$ cat config.mk
export PLATFORM = sky130hd
export DESIGN_NAME = eep_host_arb
export DESIGN_NICKNAME = d
export VERILOG_FILES = /design/src/rtl/eep_host_arb.sv
export SDC_FILE = /design/constraint.sdc
export NUM_CORES = 1
export LEC_CHECK = 0
export ABC_AREA = 1
export BUFFER_PORTS_ARGS = -buffer_cell sky130_fd_sc_hd__buf_2
export CORE_MARGIN = 2
export CORE_UTILIZATION = 36
export DETAILED_ROUTE_END_ITERATION = 10
export GPL_ROUTABILITY_DRIVEN = 0
export PLACE_DENSITY = 0.69
export SLEW_MARGIN = 40
export SYNTH_ARGS = -nofsm -noshare
export SYNTH_HDL_FRONTEND = slang
export SYNTH_SLANG_ARGS = --single-unit
$ cat constraint.sdc
create_clock -name clk -period 1.8 [get_ports clk]
set_input_delay 0.18 -clock clk [delete_from_list [all_inputs] [get_ports clk]]
set_output_delay 0.18 -clock clk [all_outputs]
set_load 0.1 [all_outputs]
$ cat src/rtl/eep_host_arb.sv
// Shared EEPROM-array arbiter between the CPU and the host image loader.
// A three-state FSM (IDLE/ACCESS/RESP) serves one requester at a time with
// a fixed two-cycle request-to-ack latency. Contention is resolved round-robin,
// and the CPU is held off while the host owns the lock. The block also tracks
// whether the CPU has modified the array and raises a save request once the
// CPU has been quiet for SAVE_DELAY cycles.
module eep_host_arb #(
  parameter int          EEP_SIZE   = 512,
  parameter int          ADDR_W     = 10,
  parameter logic [15:0] SAVE_DELAY = 16'd50000
) (
  input  logic              clk,
  input  logic              rst,
  input  logic              cpu_req,
  input  logic              cpu_we,
  input  logic [ADDR_W-1:0] cpu_addr,
  input  logic [7:0]        cpu_wdata,
  output logic              cpu_ack,
  output logic [7:0]        cpu_rdata,
  input  logic              host_req,
  input  logic              host_we,
  input  logic [ADDR_W-1:0] host_addr,
  input  logic [7:0]        host_wdata,
  output logic              host_ack,
  output logic [7:0]        host_rdata,
  input  logic              host_lock,
  output logic              mem_we,
  output logic [ADDR_W-1:0] mem_addr,
  output logic [7:0]        mem_wdata,
  input  logic [7:0]        mem_rdata,
  output logic              dirty,
  output logic              save_req,
  input  logic              dirty_clr
);

  typedef enum logic [1:0] {
    IDLE   = 2'd0,
    ACCESS = 2'd1,
    RESP   = 2'd2
  } state_t;

  // Array size expressed in the address width plus one bit so that a
  // full-range array (EEP_SIZE == 2**ADDR_W) still compares correctly.
  localparam logic [ADDR_W:0] EEP_LIMIT = (ADDR_W + 1)'(EEP_SIZE);

  state_t            state;
  state_t            state_next;

  // Arbitration results for the current cycle.
  logic              cpu_elig;
  logic              host_elig;
  logic              start_p0;
  logic              pick_host_p0;

  // Transaction latched at grant time and carried through ACCESS/RESP.
  logic              grant_host_p1;
  logic              we_p1;
  logic [ADDR_W-1:0] addr_p1;
  logic [7:0]        wdata_p1;
  logic              last_host;

  // Response-side signals.
  logic              in_range_p1;
  logic              resp_p2;
  logic [7:0]        rd_val_p2;
  logic              cpu_wr_ack;
  logic [7:0]        cpu_rdata_q;
  logic [7:0]        host_rdata_q;

  // Dirty / save tracking.
  logic              dirty_q;
  logic              save_hold;
  logic [15:0]       save_cnt;

  // Address falls inside the physical array.
  function automatic logic in_range(input logic [ADDR_W-1:0] a);
    return ({1'b0, a} < EEP_LIMIT);
  endfunction

  // Saturating decrement: the counter parks at zero instead of wrapping.
  function automatic logic [15:0] sat_dec(input logic [15:0] v);
    return (v == 16'd0) ? 16'd0 : (v - 16'd1);
  endfunction

  // Stage 0: request eligibility and round-robin winner selection.
  always_comb begin
    cpu_elig     = cpu_req & ~host_lock;
    host_elig    = host_req;
    start_p0     = cpu_elig | host_elig;
    pick_host_p0 = host_elig;
    if (cpu_elig && host_elig) begin
      pick_host_p0 = ~last_host;
    end
  end

  // FSM state register.
  always_ff @(posedge clk) begin
    if (rst) begin
      state <= IDLE;
    end else begin
      state <= state_next;
    end
  end

  // FSM next-state: requests are only looked at in IDLE.
  always_comb begin
    state_next = state;
    case (state)
      IDLE:    if (start_p0) state_next = ACCESS;
      ACCESS:  state_next = RESP;
      RESP:    state_next = IDLE;
      default: state_next = IDLE;
    endcase
  end

  // Grant, direction and round-robin pointer captured when a request wins.
  always_ff @(posedge clk) begin
    if (rst) begin
      grant_host_p1 <= 1'b0;
      we_p1         <= 1'b0;
      last_host     <= 1'b0;
    end else if (state == IDLE && start_p0) begin
      grant_host_p1 <= pick_host_p0;
      we_p1         <= pick_host_p0 ? host_we : cpu_we;
      last_host     <= pick_host_p0;
    end
  end

  // Address and write data of the winning request (data path, no reset).
  always_ff @(posedge clk) begin
    if (state == IDLE && start_p0) begin
      addr_p1  <= pick_host_p0 ? host_addr : cpu_addr;
      wdata_p1 <= pick_host_p0 ? host_wdata : cpu_wdata;
    end
  end

  // Stage 1: drive the array; rst gates mem_we so an aborted write never lands.
  always_comb begin
    in_range_p1 = in_range(addr_p1);
    mem_addr    = addr_p1;
    mem_wdata   = wdata_p1;
    mem_we      = (state == ACCESS) & we_p1 & in_range_p1 & ~rst;
  end

  // Stage 2: ack pulse and read data; reads beyond the array return 8'hFF.
  always_comb begin
    resp_p2    = (state == RESP) & ~rst;
    cpu_ack    = resp_p2 & ~grant_host_p1;
    host_ack   = resp_p2 & grant_host_p1;
    rd_val_p2  = in_range_p1 ? mem_rdata : 8'hFF;
    cpu_rdata  = (cpu_ack & ~we_p1) ? rd_val_p2 : cpu_rdata_q;
    host_rdata = (host_ack & ~we_p1) ? rd_val_p2 : host_rdata_q;
    cpu_wr_ack = cpu_ack & we_p1 & in_range_p1;
  end

  // Hold the last read value of each requester between acks.
  always_ff @(posedge clk) begin
    if (rst) begin
      cpu_rdata_q  <= 8'h00;
      host_rdata_q <= 8'h00;
    end else begin
      if (cpu_ack && !we_p1) cpu_rdata_q <= rd_val_p2;
      if (host_ack && !we_p1) host_rdata_q <= rd_val_p2;
    end
  end

  // Dirty flag, quiet-time counter and sticky save request.
  always_ff @(posedge clk) begin
    if (rst) begin
      dirty_q   <= 1'b0;
      save_hold <= 1'b0;
      save_cnt  <= 16'd0;
    end else begin
      // A fresh CPU write must not be lost to a save that just finished.
      if (cpu_wr_ack) begin
        dirty_q <= 1'b1;
      end else if (dirty_clr) begin
        dirty_q <= 1'b0;
      end

      if (cpu_wr_ack) begin
        save_cnt <= SAVE_DELAY;
      end else if (dirty_q) begin
        save_cnt <= sat_dec(save_cnt);
      end

      // Once raised, only a completed save drops the request.
      if (dirty_clr) begin
        save_hold <= 1'b0;
      end else if (dirty_q && save_cnt == 16'd0) begin
        save_hold <= 1'b1;
      end
    end
  end

  // The request is visible in the same cycle the counter reaches zero.
  always_comb begin
    dirty    = dirty_q;
    save_req = save_hold | (dirty_q & (save_cnt == 16'd0));
  end

endmodule

### Word-level counts from Yosys, hierarchy flattened

Index checks and enable logic that the tools add are counted.

* register bits after elaboration: 56
* bits of input ports: 52
* output and inout port bits: 39

* add/sub/neg operators: 1
* $lt $le $gt $ge: 1
* equal/unequal tests: 3
* muxes and demuxes: 14
* bitwise logic cells: 18
* reduce and logical (&&, ||, !) cells: 12

Operators by type and width (count)
* 2-to-1 mux 16 bit: 3
* 2-to-1 mux 8 bit: 4
* logical NOT 16 bit: 1
* subtractor 16 x 1 -> 16 bit (second input constant): 1
* AND 1 bit: 12
* < comparator 10 bit (second input constant): 1
* 2-to-1 mux 10 bit: 1
* logical AND 1 bit: 5
* 2-to-1 mux 1 bit: 4
* NOT 1 bit: 4
* one-hot mux 2 bit (2 select lines): 1
* nonzero test 2 bit: 2
* OR reduction 2 bit: 2
* equality test 2 x 1 -> 1 bit (second input constant): 1
* equality test 2 bit (second input constant): 1
* logical NOT 2 bit: 1
* 2-to-1 mux 2 bit: 1
* inequality test 2 bit (second input constant): 1
* bitwise OR 1 bit: 2
* logical NOT 1 bit: 1

### Longest topological paths before layout

Gate-level depths: netlist (run 1).

* depth after elaboration: 6
* gate-level depth with buffers: 10

### Worst setup path after synthesis (run 1)

Ideal clock, no wire load.

* path kind: register to output
* start point: reg state[0]
* end point: out host_rdata[0]
* arrival: 3.683 ns
* data required time: 1.620 ns
* path slack: -2.063 ns
* stages on the path, launching flop included: 8
* cell sequence: dfxtp_1 > inv_1 > nand3_1 > nor2_1 > nand2_2 > nand2_1 > inv_1 > a21oi_1

* word-level cells in the longest chain between the ends: 5

RTL lines
* start: declaration: line 46 `state_t state;`
* start signal: assignment: line 101 `state <= state_next;`
* equality test 2 bit: line 147 `resp_p2 = (state == RESP) & ~rst;`
* AND 1 bit: line 147
* AND 1 bit: line 149 `host_ack = resp_p2 & grant_host_p1;`
* via host_ack: line 24 `output logic host_ack,`
* AND 1 bit: line 152 `host_rdata = (host_ack & ~we_p1) ? rd_val_p2 : host_rdata_q;`
* 2-to-1 mux 8 bit: line 152
* end: declaration: line 25 `output logic [7:0] host_rdata,`

The timed path passes the listed nets, and every way through them passes these cells.

### Final worst setup path (run 1)

* start point: reg state[0]
* end point: out host_rdata[2]

* word-level cells in the longest chain between the ends: 5

RTL lines (line)
* equality test 2 bit: 147
* AND 1 bit: 147
* AND 1 bit: 149
* AND 1 bit: 152
* 2-to-1 mux 8 bit: 152

Every way passes these cells.

==> impl_metrics.json, run 1 <==
{
  "vias": 2752,
  "ctsHtreeMaxLevel": 2,
  "vdd_drop_max_mv": 0.548,
  "place_area_sq_mm": 0.00397,
  "clkTransAtPathRegs_ps": 100,
  "die_area_sq_mm": 0.00857,
  "core_region_area_sq_mm": 0.00765,
  "drc": 0,
  "seqCellArea_sq_mm": 0.00131,
  "dp_slack_ps": 193,
  "multi_input_area_sq_mm": 0.00158,
  "seq_area_frac_synth_pct": 46.1,
  "worst_slack_ps": -20.0,
  "ctsHoldBuffers": 0,
  "setup_viol": 5,
  "arrival_ps": 1640,
  "die_h_um": 92.6,
  "hold_path_depth": 3,
  "path_max_fanout": 5,
  "first_pass_iters": 4,
  "path_class": "reg2out",
  "drive_above_1_share_pct": 40.0,
  "grt_first_pass_wirelength_um": 11600,
  "min_to": "mem_addr[8]$_DFFE_PP_",
  "clkLatencyLatePin_ps": 310,
  "yosysWarningCount": 0,
  "tightest_slew_ps": 581,
  "slew_viol_final": 0,
  "failed_checks": "negative setup slack",
  "synth.distinct_cells": 32,
  "grt_pass1_vias": 2742,
  "n_fill_cell": 663,
  "clk_path_buf_depth": 2,
  "r2r_slack_ps": 270,
  "grt_use_total_pct": 16.7,
  "hp-start": "host_addr[8]",
  "nets": 544,
  "synth_edf_count": 18,
  "antenna_found_initial": 0,
  "hp-class": "in2reg",
  "synthArstFlopShare_pct": 0,
  "drtIter0Drc": 90,
  "antenna_left": 0,
  "maxCapViolations": 0,
  "syn2layout_area_growth_pct": 53.1,
  "r2r_start": "save_cnt[0]$_SDFFE_PP0P_",
  "clock_sinks": 56,
  "synth_nets": 434,
  "cts_root_buf": "clkbuf_8",
  "fin_area_sq_mm": 0.00433,
  "post-route-util_pct": 56.6,
  "final.setup.tns_ps": -72.0,
  "p_leak_nw": 1.98,
  "powerDensity_mw_per_mm2": 687,
  "reg2reg_depth": 10,
  "wire_per_inst_um": 12.3,
  "cts_tree": "yes",
  "netlist_area_sq_mm": 0.00283,
  "dp_hpwl_um": 5090,
  "status": "finished, violations left",
  "finClkSkew_ps": 7.35,
  "diodes": 0,
  "synthCells": 381,
  "portBuffers": 90,
  "grt_max_degree": 21,
  "whs_ps": 127,
  "ys.flop_type": "dfxtp_1",
  "rsz0062_at_grt": "yes",
  "critPathRequiredTime_ps": 1620,
  "final_hold_viol_count": 0,
  "die_x_um": 92.6,
  "cp-end-kind": "primary output",
  "layout_min_cycle_time_ps": 1820,
  "mostFrequentLayoutCells": "100 x nand2_1, 70 x buf_2, 48 x inv_1",
  "overflow": 0,
  "maxSlewHeadroom_pct": 61.2,
  "max_freq_ghz": 0.549,
  "finalCritPeriodShare_pct": 101,
  "viasPerCell": 4.63,
  "numCtsBuffers": 5,
  "wl_um": 7290,
  "crit_path_start_kind": "flip-flop",
  "ios": 91,
  "ys_seq_elements": 56,
  "start_util_pct": 36.9,
  "synth.avg_cell_area_sq_um": 7.42,
  "rows": 32,
  "final_common_cell": "nand2_1",
  "r2r_end": "save_cnt[1]$_SDFFE_PP0P_"
}
-- kinds of logic after synthesis --
logic type / Yosys count / share of synthesized area, %
buf+inv: 74 / 10.6
xor+xnor: 8 / 2.48
fa+ha+maj: 1 / 0.443
compound gates: 48 / 10.5
flops: 56 / 46.1
simple gates: 194 / 30.0
-- what timing repair did --
item,in CTS,in global routing
gates resized for setup,14,31
setup buffers,10,2
setup endpoints to repair,14,16
gates cloned,2,2
pin swaps,5,13
-- layout make-up --
cell class | instances | share of cell area [%]
clock buffer | 6 | 1.68
clock inverter | 2 | 0.318
inverter | 63 | 5.93
multi-input combinational | 253 | 36.5
sequential | 56 | 30.2
tap | 102 | 2.95
timing repair buffer | 112 | 22.4
-- worst max-delay path, cell delays in order, from the launching register on --
cell and delay (ps):
dfxtp_2 330, inv_2 70, nand3_2 80, nor2_4 210, nand2_4 140, nand2_2 110, inv_2 50, a21oi_4 140
buf_12 190
-- how the worst max path moves through the flow --
stage | startpoint | endpoint | slack, ps | cells after the start
after floorplan | mem_addr[9]$_DFFE_PP_ | cpu_rdata[5] | -320 | 3
after global placement | rst | host_rdata[6] | 230 | 9
after detailed placement | rst | host_rdata[5] | 190 | 9
after CTS | state[0]$_SDFFE_PP0P_ | cpu_rdata[5] | 20 | 10
after global routing | state[0]$_SDFFE_PP0P_ | host_rdata[0] | -70 | 8
final | state[0]$_SDFFE_PP0P_ | host_rdata[2] | -20 | 8
-- where the power goes --
group          leakage [nW]  total, mW  switching, mW  internal (mW)
Clock                0.0456      0.685          0.407          0.278
Sequential            0.485       1.40         0.0233           1.38
Combinational          1.45      0.890          0.666          0.224
-- synthesized netlist by cell type, types with 3 or more instances --
cell,n,share of area [%]
inv_1,60,8.0
o21ai_0,6,1.1
xnor2_1,4,1.2
inv_2,3,0.40
nand3_1,11,1.9
nor2_1,49,6.5
nand2_1,109,14
nor2_2,5,1.1
dfxtp_1,38,27
edfxtp_1,18,19
nand2_2,4,0.89
nor3_1,3,0.53
clkbuf_1,3,0.40
a21oi_1,24,4.3
a211oi_1,14,3.7
buf_2,5,0.89
xor2_1,4,1.2
-- flip-flops by register name (all words and copies together) (netlist names) --
name          flops
cpu_rdata_q       8
dirty             1
host_rdata_q      8
last_host         1
mem_addr         10
mem_wdata         8
save_cnt         16
save_hold         1
state             2
we_p1             1
-- per-stage QoR --
stage,power [mW],cells
floorplan,2.08,381
global placement,2.28,570
detailed placement,2.29,570
CTS,2.98,590
global route,3.09,594
finish,2.97,594
-- per-layer routing --
metal	routed length, um	GRT usage [%]	share of wire [%]	up-vias
met2	3520	28.7	48	80
met4	133	5.60	1.8	0
li1	-	-	-	1412
met5	0	0	0	-
met3	513	5.21	7.0	11
met1	3120	19.7	43	1249
(Power assumes the default switching activity.)
==> run 2: changes to the inputs <==
--- a/config.mk
+++ b/config.mk
@@ -12,6 +12,7 @@
 export DETAILED_ROUTE_END_ITERATION = 10
 export GPL_ROUTABILITY_DRIVEN = 0
 export PLACE_DENSITY = 0.69
+export SETUP_SLACK_MARGIN = 0.4
 export SLEW_MARGIN = 40
 export SYNTH_ARGS = -nofsm -noshare
 export SYNTH_HDL_FRONTEND = slang
==> run 2 against run 1 <==
Net effect: the flow still finishes with violations (negative setup slack); via count grew 1.9%; sequential share of layout area shrank 1.5 points; register-to-register slack lost 40 ps; highest routed layer unchanged.
==> impl_metrics.json, run 2 (synthesis gave the netlist of run 1 again) <==
{
  "maxCapViolations": 0,
  "max_freq_ghz": 0.549,
  "die_x_um": 92.6,
  "cp-end-kind": "primary output",
  "viasPerCell": 4.64,
  "drtIter0Drc": 102,
  "vias": 2803,
  "hold_path_depth": 3,
  "numCtsBuffers": 5,
  "vdd_drop_max_mv": 0.417,
  "p_leak_nw": 2.04,
  "mostFrequentLayoutCells": "87 x nand2_1, 68 x buf_2, 39 x inv_1",
  "clkLatencyLatePin_ps": 310,
  "nets": 554,
  "crit_path_start_kind": "flip-flop",
  "worst_slack_ps": -21.0,
  "clock_sinks": 56,
  "fin_cells": 604,
  "grt_use_total_pct": 17.6,
  "overflow": 0,
  "critPathRequiredTime_ps": 1620,
  "path_max_fanout": 4,
  "grt_first_pass_wirelength_um": 12300,
  "failed_checks": "negative setup slack",
  "final_hold_viol_count": 0,
  "tightest_slew_ps": 497,
  "cts_root_buf": "clkbuf_8",
  "hp-start": "host_wdata[6]",
  "die_area_sq_mm": 0.00857,
  "antenna_found_initial": 0,
  "grt_pass1_vias": 2681,
  "rsz0062_at_grt": "yes",
  "cts_tree": "yes",
  "core_region_area_sq_mm": 0.00765,
  "drive_above_1_share_pct": 49.0,
  "powerDensity_mw_per_mm2": 664,
  "path_class": "reg2out",
  "ios": 91,
  "wire_per_inst_um": 13.1,
  "clk_path_buf_depth": 2,
  "r2r_slack_ps": 230,
  "first_pass_iters": 4,
  "grt_max_degree": 21,
  "slew_viol_final": 0,
  "r2r_start": "state[0]$_SDFFE_PP0P_",
  "report.power.total_mw": 3.04,
  "ctsHtreeMaxLevel": 2,
  "drc": 0,
  "maxSlewHeadroom_pct": 67.1,
  "regMostFlops": "save_cnt",
  "start_util_pct": 36.9,
  "diodes": 0,
  "antenna_left": 0,
  "status": "finished, violations left",
  "arrival_ps": 1640,
  "layout_min_cycle_time_ps": 1820,
  "final_common_cell": "nand2_1",
  "clkTransAtPathRegs_ps": 110,
  "min_to": "mem_wdata[6]$_DFFE_PP_",
  "rows": 32,
  "hp-class": "in2reg",
  "finalCritPeriodShare_pct": 101,
  "dp_cells": 568,
  "dp_hpwl_um": 5220,
  "finClkSkew_ps": 11.2,
  "largest_reg_flops": 16,
  "die_h_um": 92.6,
  "reg2reg_depth": 10,
  "wl_um": 7920,
  "r2r_end": "save_cnt[10]$_SDFFE_PP0P_",
  "portBuffers": 90,
  "final.setup.tns_ps": -76.7,
  "setup_viol": 8,
  "syn2layout_area_growth_pct": 62.1,
  "post-route-util_pct": 59.9
}
-- run 2: cell count changes in the layout (fill, tap and decap cells not counted), sizes merged --
| cell | delta |
|---|---|
| clkbuf | -2 |
| nand2 | -1 |
| inv | -2 |
| clkinvlp | +4 |
| buf | +11 |
-- run 2: per-stage QoR --
step	hold slack, ps	setup WS (ps)	area, sq um
global route	123	-127	4580
global placement	442	255	3990
detailed placement	447	208	3990
CTS	115	-22.8	4410
finish	121	-21.0	4580
floorplan	346	-318	3160
-- run 2: repair_timing --
action | in CTS | in global routing
resized for setup | 75 | 26
hold buffers | 0 | 0
buffers inserted | 15 | 9
endpoints found under the setup margin | 35 | 48
cloned | 2 | 2
pin swaps | 25 | 13
-- run 2: layout make-up --
cell class              instances  area (sq um)
well taps                     102           128
repair buffers                121          1090
fillers                       622          3070
clock inverters                 2          16.3
multi-input cells             252          1670
clock buffers                   6          72.6
flip-flops and latches         56          1320
inverters                      63           270
repair inverters                2          12.5
-- run 2: how the worst max path moves through the flow --
stage / from / to / depth (start not counted)
floorplan: mem_addr[9]$_DFFE_PP_ / cpu_rdata[5] / 3
global placement: rst / host_rdata[7] / 8
detailed placement: rst / host_rdata[1] / 8
CTS: state[0]$_SDFFE_PP0P_ / cpu_rdata[4] / 11
finish: state[0]$_SDFFE_PP0P_ / cpu_rdata[4] / 11
global route: state[0]$_SDFFE_PP0P_ / host_rdata[0] / 8
-- run 2: metal layers --
| layer | global-route usage, % | vias to the layer above | wire length, um |
|---|---|---|---|
| li1 | - | 1430 | - |
| met1 | 20.9 | 1282 | 3270 |
| met2 | 32.3 | 80 | 4100 |
| met3 | 4.23 | 11 | 444 |
| met4 | 3.61 | 0 | 101 |
| met5 | 0 | - | 0 |
-- run 2: worst max-delay path: stages (launching register included) --
cell and delay, ps:
dfxtp_2 330, inv_2 70, nand2_2 50, nor2_2 80, nand2_2 80, inv_4 110, buf_12 120, nand2_8 50
nand2_2 70, inv_2 50, a21oi_4 130, buf_12 190
-- run 2: where the power goes --
group	leakage (nW)	total [mW]	internal (mW)	switching, mW
registers	0.488	1.40	1.37	0.0252
logic	1.51	0.936	0.249	0.687
clock network	0.0414	0.706	0.278	0.428
==> run 3: changes to the inputs <==
==> constraint.sdc (replaced) <==
create_clock -name clk -period 1.8 [get_ports clk]
set_input_delay 0.36 -clock clk [delete_from_list [all_inputs] [get_ports clk]]
set_output_delay 0.36 -clock clk [all_outputs]
set_load 0.1 [all_outputs]
==> run 3 against run 2 <==
Net effect: count of clock-buffer cells in the layout unchanged; critical path type unchanged; first-iteration DRC count decreased by 20%; the run still ends with negative setup slack left; non-clock buffer count unchanged.
==> impl_metrics.json, run 3 (synthesis gave the netlist of run 1 again) <==
{
  "maxCapViolations": 0,
  "arrival_ps": 1590,
  "grt_use_total_pct": 17.7,
  "tightest_slew_ps": 316,
  "dp_cells": 576,
  "viasPerCell": 4.62,
  "diodes": 0,
  "dp_hpwl_um": 5210,
  "slew_viol_final": 0,
  "cts_root_buf": "clkbuf_8",
  "nets": 553,
  "overflow": 0,
  "die_x_um": 92.6,
  "start_util_pct": 36.9,
  "grt_first_pass_wirelength_um": 12200,
  "antenna_found_initial": 0,
  "finalCritPeriodShare_pct": 108,
  "wire_per_inst_um": 12.4,
  "ctsHoldBuffers": 0,
  "crit_path_start": "state[0]$_SDFFE_PP0P_",
  "worst_slack_ps": -152,
  "clk_path_buf_depth": 2,
  "layout_min_cycle_time_ps": 1950,
  "ctsHtreeMaxLevel": 2,
  "drtIter0Drc": 82,
  "fin_cells": 603,
  "mostFrequentLayoutCells": "103 x nand2_1, 51 x buf_2, 47 x inv_1",
  "failed_checks": "negative setup slack",
  "antenna_left": 0,
  "place_area_sq_mm": 0.00408,
  "hp-class": "in2reg",
  "critPathRequiredTime_ps": 1440,
  "p_leak_nw": 2.07,
  "grt_max_degree": 21,
  "final_hold_viol_count": 0,
  "fin_area_sq_mm": 0.00461,
  "rows": 32,
  "path_max_fanout": 5,
  "ios": 91,
  "drc": 0,
  "die_area_sq_mm": 0.00857,
  "crit_path_start_kind": "flip-flop",
  "cp_common_cell": "nand2_2",
  "cp-end-kind": "primary output",
  "slowest_delay_ps": 340,
  "regMostFlops": "save_cnt",
  "vdd_drop_max_mv": 0.434,
  "n_fill_cell": 641,
  "powerDensity_mw_per_mm2": 724,
  "portBuffers": 90,
  "r2r_start": "state[0]$_SDFFE_PP0P_",
  "syn2layout_area_growth_pct": 63.1,
  "max_freq_ghz": 0.512,
  "drive_above_1_share_pct": 44.9,
  "clkLatencyLatePin_ps": 310,
  "vias": 2786,
  "post-route-util_pct": 60.3,
  "numCtsBuffers": 5,
  "status": "finished, violations left",
  "final_common_cell": "nand2_1",
  "setup_viol": 18,
  "cts_tree": "yes",
  "largest_reg_flops": 16,
  "dp_slack_ps": -22.1,
  "core_region_area_sq_mm": 0.00765,
  "whs_ps": 307,
  "path_class": "reg2out",
  "maxSlewHeadroom_pct": 78.8,
  "wl_um": 7500,
  "clock_sinks": 56,
  "crit_chain": "inv_2 > nand2_2 > nor2_2 > nand2_2 > inv_4 > nand2_8 > nand2_2 > inv_2 > a21oi_4 > buf_12",
  "rsz0062_at_grt": "yes",
  "grt_pass1_vias": 2640,
  "die_h_um": 92.6,
  "finClkSkew_ps": 8.18,
  "clkTransAtPathRegs_ps": 100,
  "hp-start": "host_wdata[2]",
  "first_pass_iters": 4,
  "cpMaxStageDelayCell": "dfxtp_2"
}
## run 3: cell types whose count changed in the layout (fill, tap and decap cells not counted), sizes merged
cell,before,now
clkinvlp,4,3
inv,62,61
buf,121,120
clkinv,1,0
bufbuf,0,1
bufinv,0,2
## run 3: power by group
| group | internal [mW] | switching [mW] |
|---|---|---|
| clock | 0.556 | 0.417 |
| sequential | 1.38 | 0.0246 |
| combinational | 0.278 | 0.684 |
## run 3: worst paths after layout
check	end	slack (ps)	cells past startpoint
hold reg to reg	state[1]$_SDFFE_PP0P_	510	1
setup / recovery	cpu_rdata[1]	-150	10
hold / removal	mem_wdata[2]$_DFFE_PP_	310	3
setup reg to reg	cpu_rdata_q[0]$_SDFFE_PP0P_	240	11
## run 3: metal layers
| layer | track usage, % | part of all wire, % | wire (um) | vias up |
|---|---|---|---|---|
| li1 | - | - | - | 1426 |
| met1 | 21.2 | 42 | 3150 | 1264 |
| met2 | 30.8 | 50 | 3760 | 83 |
| met3 | 4.48 | 5.9 | 441 | 13 |
| met4 | 5.72 | 1.9 | 141 | 0 |
| met5 | 0 | 0 | 0 | - |
## run 3: layout make-up
| class | instances | area, sq um | area share [%] |
|---|---|---|---|
| multi-input cells | 252 | 1630 | 35.4 |
| flip-flops and latches | 56 | 1320 | 28.6 |
| repair buffers | 121 | 1130 | 24.6 |
| inverters | 63 | 262 | 5.67 |
| well taps | 102 | 128 | 2.77 |
| clock buffers | 6 | 72.6 | 1.57 |
| clock inverters | 2 | 60.1 | 1.30 |
| repair inverters | 1 | 7.51 | 0.163 |
## run 3: stage by stage
step	TNS [ps]	power (mW)
6_report	-2220	3.34
5_1_grt	-4030	3.45
4_1_cts	-2280	3.33
3_5_place_dp	-121	2.30
3_3_place_gp	0	2.29
2_1_floorplan	-8090	2.08
## run 3: timing repair
action                                  in CTS  in global routing
endpoints found under the setup margin      57                 49
gates resized for setup                     49                 29
gates cloned                                 2                  1
pin swaps                                    6                 10
buffers inserted                            13                  3
## run 3: critical path, delay by kind of cell (launching register included)
kind,cells,cell delay [ps]
compound gates,1,140
buf+inv,4,420
flops,1,340
simple gates,5,370
